<file path="src/rtl/keypad_scanner.sv">
// keypad_scanner: 4x4 active-low matrix keypad scanner.
// Drives one column low at a time, samples the rows on a slow scan tick, debounces
// press and release, and delivers one 4-bit key code per press over a valid/ack handshake.
// Optional auto-repeat while a key stays held: define KEYPAD_AUTOREPEAT_EN.
module keypad_scanner #(
  parameter int TICK_DIV       = 100000,
  parameter int DEBOUNCE_TICKS = 20,
  parameter int REPEAT_TICKS   = 500
) (
  input  logic       clk,
  input  logic       rst,
  input  logic [3:0] row_in,
  output logic [3:0] col_out,
  output logic [3:0] key_code,
  output logic       key_valid,
  input  logic       key_ack,
  output logic       key_held,
  output logic       key_overflow
);

  localparam int TICK_W = (TICK_DIV > 1) ? $clog2(TICK_DIV) : 1;
  localparam int DEB_W  = $clog2(DEBOUNCE_TICKS + 1);

  if (DEBOUNCE_TICKS < 1) begin : g_bad_debounce
    $error("keypad_scanner: DEBOUNCE_TICKS must be at least 1");
  end
  if (REPEAT_TICKS < 4) begin : g_bad_repeat
    $error("keypad_scanner: REPEAT_TICKS must be at least 4");
  end

  typedef enum logic [1:0] {
    S_SCAN,
    S_DEBOUNCE,
    S_EMIT,
    S_HELD
  } state_e;

  state_e              state_q, state_d;
  logic [TICK_W-1:0]   tick_cnt_q, tick_cnt_d;
  logic [1:0]          col_idx_q, col_idx_d;
  logic [1:0]          row_idx_q, row_idx_d;
  logic [DEB_W-1:0]    cnt_q, cnt_d;
  logic [DEB_W-1:0]    rel_cnt_q, rel_cnt_d;
  logic [3:0]          col_out_q, col_out_d;
  logic [3:0]          key_code_q, key_code_d;
  logic                key_valid_q, key_valid_d;
  logic                key_held_q, key_held_d;
  logic                key_overflow_q, key_overflow_d;

  logic                tick;
  logic [3:0]          row_low;
  logic                row_single;
  logic [1:0]          row_enc;
  logic [DEB_W-1:0]    cnt_inc;
  logic [DEB_W-1:0]    rel_inc;
  logic                rep_due;

  assign tick    = (tick_cnt_q == TICK_W'(TICK_DIV - 1));
  assign cnt_inc = cnt_q + 1'b1;
  assign rel_inc = rel_cnt_q + 1'b1;

  // Row decode: flag exactly-one-row-low and encode its index (index only meaningful then).
  always_comb begin
    row_low    = ~row_in;
    row_single = $onehot(row_low);
    row_enc    = 2'd0;
    for (int i = 0; i < 4; i++) begin
      if (row_low[i]) row_enc = 2'(i);
    end
  end

`ifdef KEYPAD_AUTOREPEAT_EN
  localparam int REP_W = $clog2(REPEAT_TICKS + 1);

  logic [REP_W-1:0] rep_cnt_q, rep_cnt_d;
  logic [REP_W-1:0] rep_inc;

  assign rep_inc = rep_cnt_q + 1'b1;

  // Repeat timer: counts HELD ticks; after the first REPEAT_TICKS it reloads so that it
  // expires again every REPEAT_TICKS/4 ticks. Any pass through SCAN clears it.
  always_comb begin
    rep_cnt_d = rep_cnt_q;
    rep_due   = 1'b0;
    if (state_q == S_SCAN) begin
      rep_cnt_d = '0;
    end else if (state_q == S_HELD && tick) begin
      if (rep_inc == REP_W'(REPEAT_TICKS)) begin
        rep_due   = 1'b1;
        rep_cnt_d = REP_W'(REPEAT_TICKS - REPEAT_TICKS / 4);
      end else begin
        rep_cnt_d = rep_inc;
      end
    end
  end

  // Repeat timer register.
  always_ff @(posedge clk) begin
    if (rst) rep_cnt_q <= '0;
    else     rep_cnt_q <= rep_cnt_d;
  end
`else
  assign rep_due = 1'b0;
`endif

  // Next-state logic for the scan/debounce FSM, the tick divider and the handshake outputs.
  always_comb begin
    // NOTE: every signal gets its hold value first, so no path through the case leaves
    // one unassigned and no latch is inferred.
    state_d        = state_q;
    tick_cnt_d     = tick ? '0 : tick_cnt_q + 1'b1;
    col_idx_d      = col_idx_q;
    row_idx_d      = row_idx_q;
    cnt_d          = cnt_q;
    rel_cnt_d      = rel_cnt_q;
    key_code_d     = key_code_q;
    key_valid_d    = key_valid_q;
    key_overflow_d = key_overflow_q;

    if (key_ack && key_valid_q) key_valid_d = 1'b0;

    case (state_q)
      S_SCAN: begin
        if (tick) begin
          if (row_single) begin
            row_idx_d = row_enc;
            cnt_d     = DEB_W'(1);
            state_d   = (DEBOUNCE_TICKS == 1) ? S_EMIT : S_DEBOUNCE;
          end else begin
            // Idle column or ghosting (2+ rows low): move on to the next column.
            col_idx_d = col_idx_q + 2'd1;
          end
        end
      end

      S_DEBOUNCE: begin
        if (tick) begin
          if (row_single && row_enc == row_idx_q) begin
            cnt_d = cnt_inc;
            if (cnt_inc == DEB_W'(DEBOUNCE_TICKS)) state_d = S_EMIT;
          end else begin
            cnt_d   = '0;
            state_d = S_SCAN;
          end
        end
      end

      S_EMIT: begin
        // An emission overrides a same-cycle ack; an unconsumed code is lost and flagged.
        key_code_d  = {row_idx_q, col_idx_q};
        key_valid_d = 1'b1;
        if (key_valid_q) key_overflow_d = 1'b1;
        cnt_d       = '0;
        rel_cnt_d   = '0;
        state_d     = S_HELD;
      end

      S_HELD: begin
        if (tick) begin
          if (row_in == 4'hF) begin
            if (rel_inc == DEB_W'(DEBOUNCE_TICKS)) begin
              rel_cnt_d = '0;
              col_idx_d = col_idx_q + 2'd1;
              state_d   = S_SCAN;
            end else begin
              rel_cnt_d = rel_inc;
            end
          end else begin
            rel_cnt_d = '0;
            if (rep_due) state_d = S_EMIT;
          end
        end
      end

      default: state_d = S_SCAN;
    endcase

    col_out_d  = ~(4'b0001 << col_idx_d);
    key_held_d = (state_d == S_HELD);
  end

  // State and registered outputs; a synchronous rst returns everything to reset values.
  always_ff @(posedge clk) begin
    // NOTE: non-blocking assignments so every flop updates from pre-edge values,
    // independent of statement order.
    if (rst) begin
      state_q        <= S_SCAN;
      tick_cnt_q     <= '0;
      col_idx_q      <= 2'd0;
      row_idx_q      <= 2'd0;
      cnt_q          <= '0;
      rel_cnt_q      <= '0;
      col_out_q      <= 4'hF;
      key_code_q     <= 4'h0;
      key_valid_q    <= 1'b0;
      key_held_q     <= 1'b0;
      key_overflow_q <= 1'b0;
    end else begin
      state_q        <= state_d;
      tick_cnt_q     <= tick_cnt_d;
      col_idx_q      <= col_idx_d;
      row_idx_q      <= row_idx_d;
      cnt_q          <= cnt_d;
      rel_cnt_q      <= rel_cnt_d;
      col_out_q      <= col_out_d;
      key_code_q     <= key_code_d;
      key_valid_q    <= key_valid_d;
      key_held_q     <= key_held_d;
      key_overflow_q <= key_overflow_d;
    end
  end

  assign col_out      = col_out_q;
  assign key_code     = key_code_q;
  assign key_valid    = key_valid_q;
  assign key_held     = key_held_q;
  assign key_overflow = key_overflow_q;

endmodule

</file>
<file path="config.mk">
export PLATFORM = sky130hd
export DESIGN_NAME = keypad_scanner
export DESIGN_NICKNAME = d
export VERILOG_FILES = /design/src/rtl/keypad_scanner.sv
export SDC_FILE = /design/constraint.sdc
export NUM_CORES = 1
export LEC_CHECK = 0
export BUFFER_PORTS_ARGS = -buffer_cell sky130_fd_sc_hd__buf_2
export CAP_MARGIN = 20
export CORE_AREA = 2 2 71 73
export DETAILED_ROUTE_END_ITERATION = 16
export DIE_AREA = 0 0 73 75
export PLACE_DENSITY = 0.64
export SYNTH_ARGS = -nofsm -noshare
export SYNTH_HDL_FRONTEND = slang
export SYNTH_SLANG_ARGS = --single-unit
</file>
<file path="constraint.sdc">
create_clock -name clk -period 4.1 [get_ports clk]
set_clock_uncertainty 0.1 [all_clocks]
set_input_delay 0.82 -clock clk [delete_from_list [all_inputs] [get_ports clk]]
set_output_delay 0.82 -clock clk [all_outputs]
set_load 0.02 [all_outputs]
</file>
# After elaboration in Yosys (flattened, before gate mapping)
# Index checks and enable logic that the tools add are counted.
# Widths: inputs -> output; s select.
# totals
reg_bits,44
inputBits,7
word_cells,75
# classes
add_sub_neg,7
eq_ne,14
shift,1
n_mux,29
n_bitwise,2
n_reduce_logical,11
# op_table
operator,n
$mux 5,7
$mux 2,15
$add 17x1->17 const B,1
$eq 17x17->1 const B,1
$pmux 5 s3,1
$add 5x1->5 const B,2
$eq 5x5->1 const B,2
$pmux 5 s2,1
$ne 2x2->1 const B,4
$not 4->4,2
$pmux 2 s4,1
$eq 2x2->1 const B,3
$add 1x1->2,2
$eq 4x4->1 const B,1
$pmux 2 s2,1
$reduce_and 2->1,2
$reduce_and 4->1,1
$reduce_bool 2->1,2
$shl 1x2->4 const A,1
$add 2x2->3,1
$eq 3x1->1 const B,1
$mux 1,3
$reduce_and 3->1,1
$reduce_bool 3->1,1
6 further kinds,7

# Longest topological paths before layout
# logic_depth
ltp_word,10
ltp_mapped,11

# Worst setup path after synthesis
# No wires, ideal clock.
# synth_path
path_kind,input port to flip-flop
from,in row_in[0]
to,reg key_held_q (netlist: key_held)
setup_ps,100
arrival_time_ps,3265
required_time_ps,3900
setup_slack_ps,635
path_stages,10
path_buffers,0
cell_sequence,fa_1 inv_1 ha_1 ha_1 nor3b_2 nand2_1 a211oi_4 o21ba_1 o31a_1 a2111oi_4
# synth_via
elab_chain_len,9
elab_cells_between_ends,14
classes_between,add/sub: 2; eq/ne: 3; mux: 7; bitwise: 1; reduce/logical: 1
# synth_lines
item,line_no,source
from (decl),12,"input logic [3:0] row_in,"
$not 4->4,64,row_low = ~row_in;
$add 1x1->2 (not written as such),65,row_single = $onehot(row_low);
$add 2x2->3 (not written as such),65,
$eq 3x1->1,65,
$logic_and 1x1->1,138,if (row_single && row_enc == row_idx_q) begin
$mux 2,138,
$mux 2,137,if (tick) begin
$pmux 2 s4 *,122,case (state_q)
$eq 2x2->1 *,179,key_held_d = (state_d == S_HELD);
to (signal assigned),208,key_held_q <= key_held_d;
to (decl),47,"logic key_held_q, key_held_d;"
# Every way passes the cells marked *; elsewhere a longest branch is shown, timed or not.
# A chain may end at the register's enable or synchronous reset.

# Worst setup path after layout
# Ends and elaborated chain as after synthesis.

==> key figures <==
Timing
  – Number of setup violations in the final report: 0
  – Post-route minimum period: 3230 ps
  – Final count of hold timing violations: 0
  – Setup_tns: 0 ps
  – Final cycle utilization of the critical path: 78.7%
  – Unrepaired setup endpoints after global routing: no
  – Final slew viol count: 0
  – Slew margin rel.: 63.2%
  – Worst Hold Margin: 365 ps
  – Slew @ Worst Pin: 552 ps
  – Final worst setup slack: between 800 and 900 ps
  – Achievable Freq: 310 MHz

Place
  – Half-perimeter wire length after placement: 3150 um
  – Worst setup timing slack at the placement stage: 535 ps
  – IO buf count: 17
  – Post-Place Cell Area: 0.00240 sq mm
  – GP Congestion: 0.778

Worst setup path
  – Required time of the critical path: 4200 ps
  – Startpoint type of the worst setup path: input pin
  – Data arrival time of the worst path: 3330 ps
  – Classification of the worst setup path: input pin to register
  – Most repeated library cell on the critical path: sky130_fd_sc_hd__ha_1
  – Category of cells accounting for the largest share of critical-path delay: compound AO/OA/AOI/OAI gates
  – WP buf/inv: 2
  – Sequence of cells on the critical path: buf_2, fa_1, inv_1, ha_1, ha_1, nor3b_2, nand2_1, a211oi_4, o21ba_1, o31a_1, a2111oi_4
  – Slowest library cell on the worst path: sky130_fd_sc_hd__fa_1
  – Slack of the worst reg-to-reg path: 1700 ps
  – Capturing element type of the critical path: register
  – Number of cells traversed by the worst register-to-register path: 7
  – Delay of the slowest critical-path stage: 530 ps
  – Critical Path Source: row_in[0]
  – FF-to-FF Start: tick_cnt_q[0]
  – Endpoint of the worst register-to-register path: cnt_q[0]
  – Crit path max fanout: 5

Run status
  – Status: completed

Logic synthesis
  – Synth Cell Area: 0.00228 sq mm
  – Number of nets produced by synthesis: about 280
  – Number of standard cells after synthesis: 263
  – Number of flops mapped to enable cells by yosys: 0
  – Number of library cell types mapped by synthesis: 48
  – Register bit count reported by yosys: 44
  – Part of the Yosys area used for sequential elements: just under 40%
  – Share of flip-flops with an asynchronous set or reset after synthesis: 0%
  – Average footprint of a synthesized cell: 8.65 sq um
  – Total of warnings raised by yosys: 0
  – Primary FF master, synth: sky130_fd_sc_hd__dfxtp_1

Worst hold path
  – Capture endpoint of the worst hold path: key_overflow
  – Count of cells along the worst hold path: 2
  – Worst Min Path Start: key_overflow
  – Hold crit path type: register to register

Cells and area
  – Fill cell instance count of the final layout: 439
  – Diodes inserted: 0
  – Non-Filler Cell Area, Final: 0.00253 sq mm
  – Total area of multi-input combinational cells: 0.00129 sq mm
  – Register cell area after layout: 881 sq um
  – Share of final-layout standard cells stronger than drive strength 1: 12.9%
  – Count of nets after finishing: 299
  – Area delta synth->final: 11.0%

Floorplan
  – Boundary Pins: 18
  – Core area: 0.00466 sq mm
  – Height of the die: 75 um
  – Number of placement rows: 25
  – Area of the die: 0.00548 sq mm
  – Die W: 73 um
  – Initial Utilization: 48.8%

Drt
  – DR vias: between 1,500 and 2,000
  – Number of DRC markers after the initial detailed-route iteration: 70
  – Post-route antenna net violation count: 0
  – DRC errors left: 0
  – Detailed Route WL: roughly 4500 um
  – Number of iterations in the first detailed-routing pass: 4
  – Vias per cell: 5.52
  – DR WL/cell: 13.4 um

Clocking
  – TritonCTS clock tree: yes
  – CTS H-Tree Depth: 2
  – Number of buffers on the longest clock path: 2
  – CTS buffer count: 5
  – Clock insertion delay at the later pin of the skew report: 290 ps
  – Resize count post-CTS: 0
  – Hold buffer count at CTS: 0
  – Post-CTS clock slew at the launch and capture registers of the worst setup and hold paths: roughly 80 ps
  – Sink Count: 44
  – Number of setup buffers added after CTS: 0
  – Buffer cell driving the clock tree root: sky130_fd_sc_hd__clkbuf_8

Global routing
  – Initial antenna violation count: 0
  – Aggregate global routing overflow: 0
  – Vias in the first global route: 1,751
  – Global-route wire length before repair: 7710 um
  – Maximum number of pins on one net before global-route repair: 31
  – Total global routing track utilization: 18.0%

Power and ir drop
  – Peak supply drop: 233 uV
  – P_leak: 0.965 nW
  – Power after layout: 835 uW
  – Power density over cell area: 330 mW/mm^2

Flow run
  – Max-cap violations: 0
state kept, by name (all words and copies together) (netlist names):
| register | flops |
|---|---|
| key_held | 1 |
| key_code | 4 |
| key_overflow | 1 |
| cnt_q | 5 |
| key_valid | 1 |
| tick_cnt_q | 17 |
| state_q | 2 |
| col_idx_q | 2 |
| row_idx_q | 2 |
| rel_cnt_q | 5 |
| col_out | 4 |
tightest hold or removal path: cells and delay by family, from the launching register on:
| kind | cells | cell delay (ps) |
|---|---|---|
| compound gates | 1 | 40 |
| flops | 1 | 330 |
| simple gates | 1 | 70 |
synth_stat cells, drive strengths merged, types with 3 or more instances:
| cell type | count | area [sq um] |
|---|---|---|
| nor2b | 5 | 31.3 |
| o21ai | 9 | 45.0 |
| mux2i | 8 | 80.1 |
| xnor2 | 4 | 35.0 |
| a211oi | 4 | 42.5 |
| o22ai | 3 | 18.8 |
| nand4 | 9 | 56.3 |
| xor2 | 11 | 96.3 |
| dfxtp | 44 | 881 |
| a31oi | 5 | 31.3 |
| inv | 17 | 63.8 |
| clkbuf | 6 | 22.5 |
| nor4bb | 3 | 30.0 |
| a21oi | 15 | 75.1 |
| ha | 12 | 150 |
| buf | 3 | 13.8 |
| and4 | 4 | 35.0 |
| nand2 | 18 | 67.6 |
| and3 | 4 | 25.0 |
| nor2 | 38 | 143 |
| nand3 | 9 | 45.0 |
| or3 | 5 | 36.3 |
kinds of logic (layout without fill, tap and decap cells):
group / count (synthesis) / after routing / share of synthesized area, %
flops: 44 / 44 / 38.7
fa+ha+maj: 13 / 13 / 7.48
simple gates: 110 / 110 / 25.7
compound gates: 47 / 47 / 14.4
xor+xnor: 15 / 15 / 5.77
buf+inv: 26 / 43 / 4.40
mux: 8 / 8 / 3.52
layer usage:
metal	up-vias	GRT usage, %	part of all wire, %
met5	-	0	0
met3	5	4.28	3.2
met2	27	31.2	48
met4	0	6.38	1.1
met1	862	21.9	47
li1	949	-	-
final cells by class:
| type | count | share of cell area [%] |
|---|---|---|
| multi-input cells | 193 | 51.3 |
| repair buffers | 18 | 3.67 |
| clock inverters | 1 | 1.19 |
| inverters | 17 | 2.53 |
| flip-flops and latches | 44 | 34.9 |
| clock buffers | 7 | 3.81 |
| well taps | 54 | 2.67 |
per-stage QoR:
| step | utilization (%) | cells |
|---|---|---|
| floorplan | - | 263 |
| global placement | 51.5 | 326 |
| detailed placement | 51.5 | 326 |
| CTS | 54.2 | 334 |
| global route | 54.2 | 334 |
| finish | 54.2 | 334 |
report_power, final:
group          internal (mW)  leakage [nW]  switching [mW]
combinational         0.0158         0.545          0.0241
sequential             0.430         0.355         0.00248
clock                  0.215        0.0645           0.147
placed cells by master (no fill, tap or decap), types with 2 or more instances in the layout:
cell type and instances:
sky130_fd_sc_hd__dfxtp_1 44, sky130_fd_sc_hd__nor2_1 38, sky130_fd_sc_hd__nand2_1 18, sky130_fd_sc_hd__buf_2 17, sky130_fd_sc_hd__inv_1 16, sky130_fd_sc_hd__a21oi_1 15, sky130_fd_sc_hd__ha_1 12, sky130_fd_sc_hd__xor2_1 11
sky130_fd_sc_hd__nand4_1 9, sky130_fd_sc_hd__o21ai_0 9, sky130_fd_sc_hd__nand3_1 9, sky130_fd_sc_hd__mux2i_1 8, sky130_fd_sc_hd__clkbuf_8 7, sky130_fd_sc_hd__nor2b_1 5, sky130_fd_sc_hd__a31oi_1 5, sky130_fd_sc_hd__and4_1 4
sky130_fd_sc_hd__and3_1 4, sky130_fd_sc_hd__or3_1 4, sky130_fd_sc_hd__xnor2_1 4, sky130_fd_sc_hd__nor4bb_1 3, sky130_fd_sc_hd__o22ai_1 3, sky130_fd_sc_hd__a211oi_1 3, sky130_fd_sc_hd__or2_2 2, sky130_fd_sc_hd__nor3_1 2
sky130_fd_sc_hd__nand2b_1 2, sky130_fd_sc_hd__o32ai_1 2, sky130_fd_sc_hd__a22oi_1 2
worst max-delay path by stage:
stage                          end  slack [ps]  cells after the start
after floorplan           key_held         640                     10
after global placement    key_held         590                     11
after detailed placement  key_held         530                     11
after CTS                 key_held         860                     11
after global routing      key_held         750                     11
final                     key_held         870                     11
Note: power is estimated with default switching activity, not from simulation.
